`src/rtl/add_share_arb_if.sv`:
```
// Handshake bundle between two adder requesters and the shared adder arbiter.
//
// Signals:
//   req_valid[1:0]  requester i presents operands
//   req_ready[1:0]  requester i's operands are accepted this cycle (one-hot)
//   req_a0/req_b0   requester 0 operands
//   req_a1/req_b1   requester 1 operands
//   resp_valid[1:0] result for requester i is on resp_sum
//   resp_ready[1:0] requester i accepts its result
//   resp_sum        WIDTH+1 bit sum, MSB is the carry
//   resp_id         owner of the current or last result
//   busy            arbiter is not idle
//
// Modports: slave = arbiter side, master = requester/response side.
interface add_share_arb_if #(
    parameter int unsigned WIDTH = 8
);
    logic [1:0]       req_valid;
    logic [1:0]       req_ready;
    logic [WIDTH-1:0] req_a0;
    logic [WIDTH-1:0] req_b0;
    logic [WIDTH-1:0] req_a1;
    logic [WIDTH-1:0] req_b1;
    logic [1:0]       resp_valid;
    logic [1:0]       resp_ready;
    logic [WIDTH:0]   resp_sum;
    logic             resp_id;
    logic             busy;

    modport slave (
        input  req_valid, req_a0, req_b0, req_a1, req_b1, resp_ready,
        output req_ready, resp_valid, resp_sum, resp_id, busy
    );

    modport master (
        output req_valid, req_a0, req_b0, req_a1, req_b1, resp_ready,
        input  req_ready, resp_valid, resp_sum, resp_id, busy
    );
endinterface

```
`src/rtl/add_share_arb.sv`:
```
// Shares one WIDTH-bit adder between two requesters. One requester is granted
// at a time (round-robin on ties), its operands are registered, added at full
// WIDTH+1 precision, and the sum is held on the response bus until the owner
// accepts it.
//
// Ports:
//   clk  rising-edge clock
//   rst  synchronous active-high reset
//   bus  add_share_arb_if.slave: request/response handshakes, sum, id, busy
//
// Build option:
//   ADDSHARE_FIXED_PRIO_EN  when defined, requester 0 always wins ties;
//                           last_grant is still tracked but not used.
module add_share_arb #(
    parameter int unsigned WIDTH = 8
) (
    input logic            clk,
    input logic            rst,
    add_share_arb_if.slave bus
);
    typedef enum logic [1:0] {StIdle, StExec, StResp} state_e;

    state_e           state_q, state_d;
    logic [WIDTH-1:0] a_q, a_d;
    logic [WIDTH-1:0] b_q, b_d;
    logic [WIDTH:0]   sum_q, sum_d;
    logic             id_q, id_d;
    logic             resp_id_q, resp_id_d;
    logic             last_grant_q, last_grant_d;
    logic             win;
    logic [1:0]       req_ready;
    logic [1:0]       resp_valid;

    // Winner among valid requesters; only meaningful when some bit is set.
    always_comb begin
        win = 1'b0;
`ifdef ADDSHARE_FIXED_PRIO_EN
        win = ~bus.req_valid[0];
`else
        if (bus.req_valid == 2'b11) begin
            win = ~last_grant_q;
        end else begin
            win = ~bus.req_valid[0];
        end
`endif
    end

    always_comb begin
        state_d      = state_q;
        a_d          = a_q;
        b_d          = b_q;
        sum_d        = sum_q;
        id_d         = id_q;
        resp_id_d    = resp_id_q;
        last_grant_d = last_grant_q;
        req_ready    = 2'b00;
        resp_valid   = 2'b00;

        unique case (state_q)
            StIdle: begin
                // Gated by rst so nothing looks accepted while reset is held.
                if (bus.req_valid != 2'b00 && !rst) begin
                    req_ready[win] = 1'b1;
                    a_d            = win ? bus.req_a1 : bus.req_a0;
                    b_d            = win ? bus.req_b1 : bus.req_b0;
                    id_d           = win;
                    last_grant_d   = win;
                    state_d        = StExec;
                end
            end
            StExec: begin
                sum_d     = {1'b0, a_q} + {1'b0, b_q};
                // resp_id keeps the previous owner until the new result exists.
                resp_id_d = id_q;
                state_d   = StResp;
            end
            StResp: begin
                resp_valid[id_q] = 1'b1;
                if (bus.resp_ready[id_q]) begin
                    state_d = StIdle;
                end
            end
            default: state_d = StIdle;
        endcase
    end

    always_ff @(posedge clk) begin
        if (rst) begin
            state_q      <= StIdle;
            a_q          <= '0;
            b_q          <= '0;
            sum_q        <= '0;
            id_q         <= 1'b0;
            resp_id_q    <= 1'b0;
            last_grant_q <= 1'b1;
        end else begin
            state_q      <= state_d;
            a_q          <= a_d;
            b_q          <= b_d;
            sum_q        <= sum_d;
            id_q         <= id_d;
            resp_id_q    <= resp_id_d;
            last_grant_q <= last_grant_d;
        end
    end

    assign bus.req_ready  = req_ready;
    assign bus.resp_valid = resp_valid;
    assign bus.resp_sum   = sum_q;
    assign bus.resp_id    = resp_id_q;
    assign bus.busy       = (state_q != StIdle);
endmodule
```
`src/flat_wrapper.sv`:
```
// flat-port wrapper written by rule: the top's interface ports become plain ports
module add_share_arb_flat 
#(
    parameter int unsigned WIDTH = 8
)
  (clk, rst, bus_req_valid, bus_req_a0, bus_req_b0, bus_req_a1, bus_req_b1, bus_resp_ready, bus_req_ready, bus_resp_valid, bus_resp_sum, bus_resp_id, bus_busy);
  add_share_arb_if #(.WIDTH(WIDTH)) bus_i ();
  input logic clk;
  input logic rst;
  input wire logic [$bits(bus_i.req_valid)-1:0] bus_req_valid;
  input wire logic [$bits(bus_i.req_a0)-1:0] bus_req_a0;
  input wire logic [$bits(bus_i.req_b0)-1:0] bus_req_b0;
  input wire logic [$bits(bus_i.req_a1)-1:0] bus_req_a1;
  input wire logic [$bits(bus_i.req_b1)-1:0] bus_req_b1;
  input wire logic [$bits(bus_i.resp_ready)-1:0] bus_resp_ready;
  output wire logic [$bits(bus_i.req_ready)-1:0] bus_req_ready;
  output wire logic [$bits(bus_i.resp_valid)-1:0] bus_resp_valid;
  output wire logic [$bits(bus_i.resp_sum)-1:0] bus_resp_sum;
  output wire logic [$bits(bus_i.resp_id)-1:0] bus_resp_id;
  output wire logic [$bits(bus_i.busy)-1:0] bus_busy;
  assign bus_i.req_valid = bus_req_valid;
  assign bus_i.req_a0 = bus_req_a0;
  assign bus_i.req_b0 = bus_req_b0;
  assign bus_i.req_a1 = bus_req_a1;
  assign bus_i.req_b1 = bus_req_b1;
  assign bus_i.resp_ready = bus_resp_ready;
  assign bus_req_ready = bus_i.req_ready;
  assign bus_resp_valid = bus_i.resp_valid;
  assign bus_resp_sum = bus_i.resp_sum;
  assign bus_resp_id = bus_i.resp_id;
  assign bus_busy = bus_i.busy;
  add_share_arb #(.WIDTH(WIDTH)) u_core (.clk(clk), .rst(rst), .bus(bus_i));
endmodule
```
`config.mk`:
```
export PLATFORM = sky130hd
export DESIGN_NAME = add_share_arb_flat
export DESIGN_NICKNAME = d
export VERILOG_FILES = /design/src/rtl/add_share_arb_if.sv /design/src/rtl/add_share_arb.sv /design/src/flat_wrapper.sv
export SDC_FILE = /design/constraint.sdc
export NUM_CORES = 1
export LEC_CHECK = 0
export CELL_PAD_IN_SITES_DETAIL_PLACEMENT = 1
export CELL_PAD_IN_SITES_GLOBAL_PLACEMENT = 1
export CORE_UTILIZATION = 25
export DETAILED_ROUTE_END_ITERATION = 7
export GPL_ROUTABILITY_DRIVEN = 0
export PLACE_DENSITY = 0.71
export REMOVE_ABC_BUFFERS = 1
export SLEW_MARGIN = 0
export SYNTH_ARGS = -nofsm -noshare
export SYNTH_HDL_FRONTEND = slang
export SYNTH_SLANG_ARGS = --single-unit
```
`constraint.sdc`:
```
create_clock -name clk -period 3.1 [get_ports clk]
set_input_delay 0.62 -clock clk [delete_from_list [all_inputs] [get_ports clk]]
set_output_delay 0.62 -clock clk [all_outputs]
set_load 0.005 [all_outputs]
```
# [Word-level counts from Yosys, hierarchy flattened]
# Cells that the tools add are included.
[word_totals] latch_bits=0 mem_bits_ro=0 ff_bits=30 output_inout_bits=15 word_cells=43 memories=0 in_bits=38 ram_bits=0
[classes] shift=0 eq_ne=5 multipliers=0 mux=15 n_lt_le_gt_ge=4 addsub=1 reduce_logical=9 div=0 bitwise=2
[ops] cell="$mux 8" n=2
[ops] cell="$mux 2" n=5
[ops] cell="$add 8x8->9" n=1
[ops] cell="$pmux 2 s3" n=1
[ops] cell="$mux 1" n=5
[ops] cell="$eq 2x2->1 const B" n=2
[ops] cell="$lt 1x2->1 const B" n=2
[ops] cell="$ne 2x1->1 const B" n=2
[ops] cell="$reduce_and 2->1" n=2
[ops] cell="$reduce_bool 2->1" n=2
[ops] cell="$logic_and 1x1->1" n=3
[ops] cell="$demux 1 s1" n=2
[ops] cell="$eq 2x1->1 const B" n=1
[ops] cell="$ge 1x1->1 const B" n=2
[ops] cell="$logic_not 2->1" n=1
[ops] cell="$not 1->1" n=2
[ops] cell="$logic_not 1->1" n=1

# [Depth between registers and ports, before layout]
[depth] depth_word=8 ltp_mapped=6 depth_no_buf=6

# [Least setup slack after synthesis]
# No wires, ideal clock.
[synth_timing] path_kind="input port to output port" start="in bus_req_valid[1]" end="out bus_req_ready[1]" t_arrival_ps=1383 stages=5 required_time_ps=2480 setup_slack_ps=1097 n_path_buf=2 path_cell_list="inv_1 o21ai_0 buf_4 buf_2 and2_1"
[synth_via] elab_chain_len=8 word_cells_on_any_way=11 classes_between="order compare: 2; eq/ne: 1; mux: 5; reduce/logical: 3"
[synth_rtl] element="from (decl)" line_no="flat_wrapper.sv:10" rtl="input wire logic [$bits(bus_i.req_valid)-1:0] bus_req_valid;"
[synth_rtl] element="$eq 2x2->1" line_no="add_share_arb.sv:40" rtl="if (bus.req_valid == 2'b11) begin"
[synth_rtl] element="$mux 1" line_no="add_share_arb.sv:40"
[synth_rtl] element="$lt 1x2->1 (implied by the code) / $ge 1x1->1 (equally long branches)" line_no="add_share_arb.sv:63" rtl="req_ready[win] = 1'b1;"
[synth_rtl] element="$logic_and 1x1->1 (implied by the code)" line_no="add_share_arb.sv:63"
[synth_rtl] element="$mux 1 (implied by the code)" line_no="add_share_arb.sv:63"
[synth_rtl] element="$demux 1 s1"
[synth_rtl] element="$mux 2 *" line_no="add_share_arb.sv:62" rtl="if (bus.req_valid != 2'b00 && !rst) begin"
[synth_rtl] element="$mux 2 *" line_no="add_share_arb.sv:59" rtl="unique case (state_q)"
[synth_rtl] element="to (decl)" line_no="flat_wrapper.sv:16" rtl="output wire logic [$bits(bus_i.req_ready)-1:0] bus_req_ready;"
# Every way passes the cells marked *; elsewhere a longest branch is shown, timed or not.

# [Worst setup path in the final report]
[layout_timing] start="in rst" end="out bus_req_ready[0]"
[layout_via] elab_chain_len=4
[layout_rtl] element="from (decl)" line_no="flat_wrapper.sv:9" rtl="input logic rst;"
[layout_rtl] element="$logic_not 1->1" line_no="add_share_arb.sv:62"
[layout_rtl] element="$logic_and 1x1->1" line_no="add_share_arb.sv:62"
[layout_rtl] element="$mux 2" line_no="add_share_arb.sv:62"
[layout_rtl] element="$mux 2" line_no="add_share_arb.sv:59"
# No other way between the ends.

==> flow_summary.yaml <==
run_status:
  outcome: "completed"
sta:
  fmax_ghz: 0.367
  slew_viol_final: 0
  setup_slack_ps: 375
  hold_viol_final: 0
  hold_slack_ps: 455
  fin_crit_sh: 0.879
  worst_clock_skew_ps: 7.58
  fin_crit_ps: 2720
  rsz0062_at_grt: "false"
  worst_pin_slew_ps: 743
  relSlewSlack: 0.503
  setup_viol: 0
clock_network:
  cts_setup_buffers: 0
  clockBufferDepth: 2
  clkTransAtPathRegs_ps: 60
  ctsResizeCount: 0
  root_buffer: "clkbuf_8"
  cts-buffers-inserted: 5
  cts_sinks: 30
  cts_hold_buffers: 0
  htree_levels: 2
  clkLatencyLatePin_ps: 280
  cts_tree: "yes"
finish:
  nNetsFinal: 269
  area_delta_synth_final_pct: 43.3
  drive_gt1_frac: 0.126
  stdcell_count: 298
  utilization: 0.382
  diodes: 0
worst_setup_path:
  slowest_stage: "clkdlybuf4s50_1"
  path_class: "in2out"
  worstPathCellList: "clkdlybuf4s50_1, nor3_4, and2b_1, clkdlybuf4s50_1"
  worst_ep_arrival_time_ps: 2100
  slowest_delay_ps: 520
  cp_top_family: "buffers and inverters"
  crit_path_frequent_cell: "clkdlybuf4s50_1"
  worst-path-buf-inv: 2
  crit_fanout: 3
  critical_path.startpoint_type: "primary input"
  endpoint_kind: "primary output"
  cp_data_required_time_ps: 2480
power:
  switching_share: 0.268
  power.internal_mw: 0.793
  power_frac_comb: 0.251
  switchingPower_mw: 0.289
  power_density_mw_per_mm2: 468
  power.leakage_nw: 0.911
  vdd_ir_drop_max_mv: 0.133
  clockPowerShare: 0.338
  p_seq_frac: 0.411
grt:
  grt_util_all_layers: 0.123
  antenna_found_initial: 0
  grt_pass1_vias: 1288
  grt-ovfl-total: 0
  grt_pass1_wl_um: 6020
  grt_max_degree: 36
logic_synthesis:
  syn_area_mm2: 0.00161
  ys_seq_elements: 30
  seq_area_frac_synth: 0.372
  yosys_warnings: 0
  synth_top_cell_by_area: "dfxtp_1"
  avgSynthCellArea_um2: 9.55
  synthCells: 169
  yosys-top-cells-area: "dfxtp_1, mux2i_1, a211oi_2"
  synth_cell_type_count: 40
  synth_top_area_share: 0.372
placed_design:
  dp_hpwl_um: 2840
  pre_cts_ws_ps: 351
  dp.cells: 290
  port_buffers: 52
floorplan:
  initial_core_util: 0.266
  pin_count: 53
  core-area_mm2: 0.00606
  std_cell_rows: 28
  die_area_mm2: 0.00678
  die_x_um: 82.4
  die_h_um: 82.4
detailed_routing:
  drc_errors: 0
  vias: 1403
  dr.pass1.iters: 4
  wl_per_cell_um: 12.7
  initialDrtViolationCount: 22
  postRouteAntennaNets: 0
  wl_um: 3790
  vias_per_cell: 4.71
job:
  drv_cap: 0
worst_hold_path:
  min_path_type: "reg2reg"
logic make-up (layout without fill, tap and decap cells):
kind of cell / after synthesis / after routing / share of synthesized area
buffers and inverters: 14 / 68 / 0.0465
adder cells (fa/ha/maj): 9 / 9 / 0.0744
multiplexers: 19 / 19 / 0.119
AO/OA/AOI/OAI: 43 / 43 / 0.211
AND/OR/NAND/NOR: 50 / 50 / 0.155
flip-flops: 30 / 30 / 0.372
XOR/XNOR: 4 / 4 / 0.0217
flip-flops by register name, indices dropped and copies added, names as in the netlist:
| signal | flops |
|---|---|
| u_core.last_grant_q | 1 |
| u_core.id_q | 1 |
| u_core.b_q | 8 |
| u_core.a_q | 8 |
| u_core.bus.resp_id | 1 |
| u_core.bus.resp_sum | 9 |
| u_core.state_q | 2 |
layout make-up:
type / instances / area (um^2)
inverter: 4 / 15.0
tap: 75 / 93.8
multi-input combinational: 125 / 942
fill: 716 / 3750
clock buffer: 8 / 110
sequential: 30 / 601
timing repair buffer: 56 / 551
final timing paths:
check,start,to,slack (ps),cells past startpoint
setup reg to reg,u_core.b_q[0],u_core.bus.resp_sum[6],1440,6
hold reg to reg,u_core.bus.resp_sum[3],u_core.bus.resp_sum[3],460,2
hold / removal,u_core.bus.resp_sum[3],u_core.bus.resp_sum[3],460,2
setup / recovery,rst,bus_req_ready[0],380,4
per-stage QoR:
stage               total power, mW  TNS, ps  instance area [um^2]
floorplan                     0.604     -405                  1550
global placement              0.722        0                  2200
CTS                            1.10        0                  2310
finish                         1.08        0                  2310
detailed placement            0.729        0                  2200
global route                   1.14        0                  2310
Yosys cell counts (all sizes together):
cell type  number
a21o            2
dfxtp          30
nor3b           1
clkbuf          3
and3b           1
and2b           1
nor3            4
o31ai           1
o21bai          1
nor2           23
a31oi           1
nand3           1
and2            1
xor2            1
and3            1
a211oi         21
ha              8
mux2            2
o2bb2ai         1
fa              1
o211ai          1
buf             7
nand2          10
nor2b           1
o21a            1
o22ai           2
nand4           1
xnor2           3
nand2b          2
mux2i          17
nand3b          2
or2             1
o21ai           4
a21oi           8
inv             4
worst reg2reg max path, stage by stage, from the launching register on:
cell and delay, ps:
dfxtp_1 310, ha_1 220, fa_1 410, nand3_1 130, a31oi_1 140, o21a_1 200, o31ai_1 170
power by group through the flow:
stage / combinational (mW) / clock [mW] / sequential [mW]
after global placement: 0.269 / 0 / 0.453
after CTS: 0.277 / 0.377 / 0.446
after detailed placement: 0.274 / 0 / 0.454
after global routing: 0.301 / 0.394 / 0.450
after floorplan: 0.154 / 0 / 0.449
final: 0.271 / 0.366 / 0.445
layer usage:
layer	global-route usage	share of wire	up-vias
met4	0.0421	0.011	0
li1	-	-	710
met1	0.149	0.46	657
met5	0	0	-
met3	0.0418	0.049	4
met2	0.202	0.48	32
placed cells by master, fill, tap and decap left out, types with 2 or more instances in the layout:
| cell | n |
|---|---|
| a211oi_1 | 11 |
| nand2_1 | 10 |
| xnor2_1 | 3 |
| a211oi_2 | 10 |
| buf_4 | 4 |
| nor2_1 | 23 |
| nor3_1 | 2 |
| a21oi_1 | 8 |
| ha_1 | 8 |
| clkdlybuf4s50_1 | 52 |
| o21ai_0 | 3 |
| mux2i_1 | 17 |
| nand2b_1 | 2 |
| mux2_2 | 2 |
| a21o_1 | 2 |
| o22ai_1 | 2 |
| dfxtp_1 | 30 |
| nand3b_1 | 2 |
| inv_1 | 4 |
| clkbuf_8 | 8 |
Note: power is estimated with default switching activity, not from simulation.
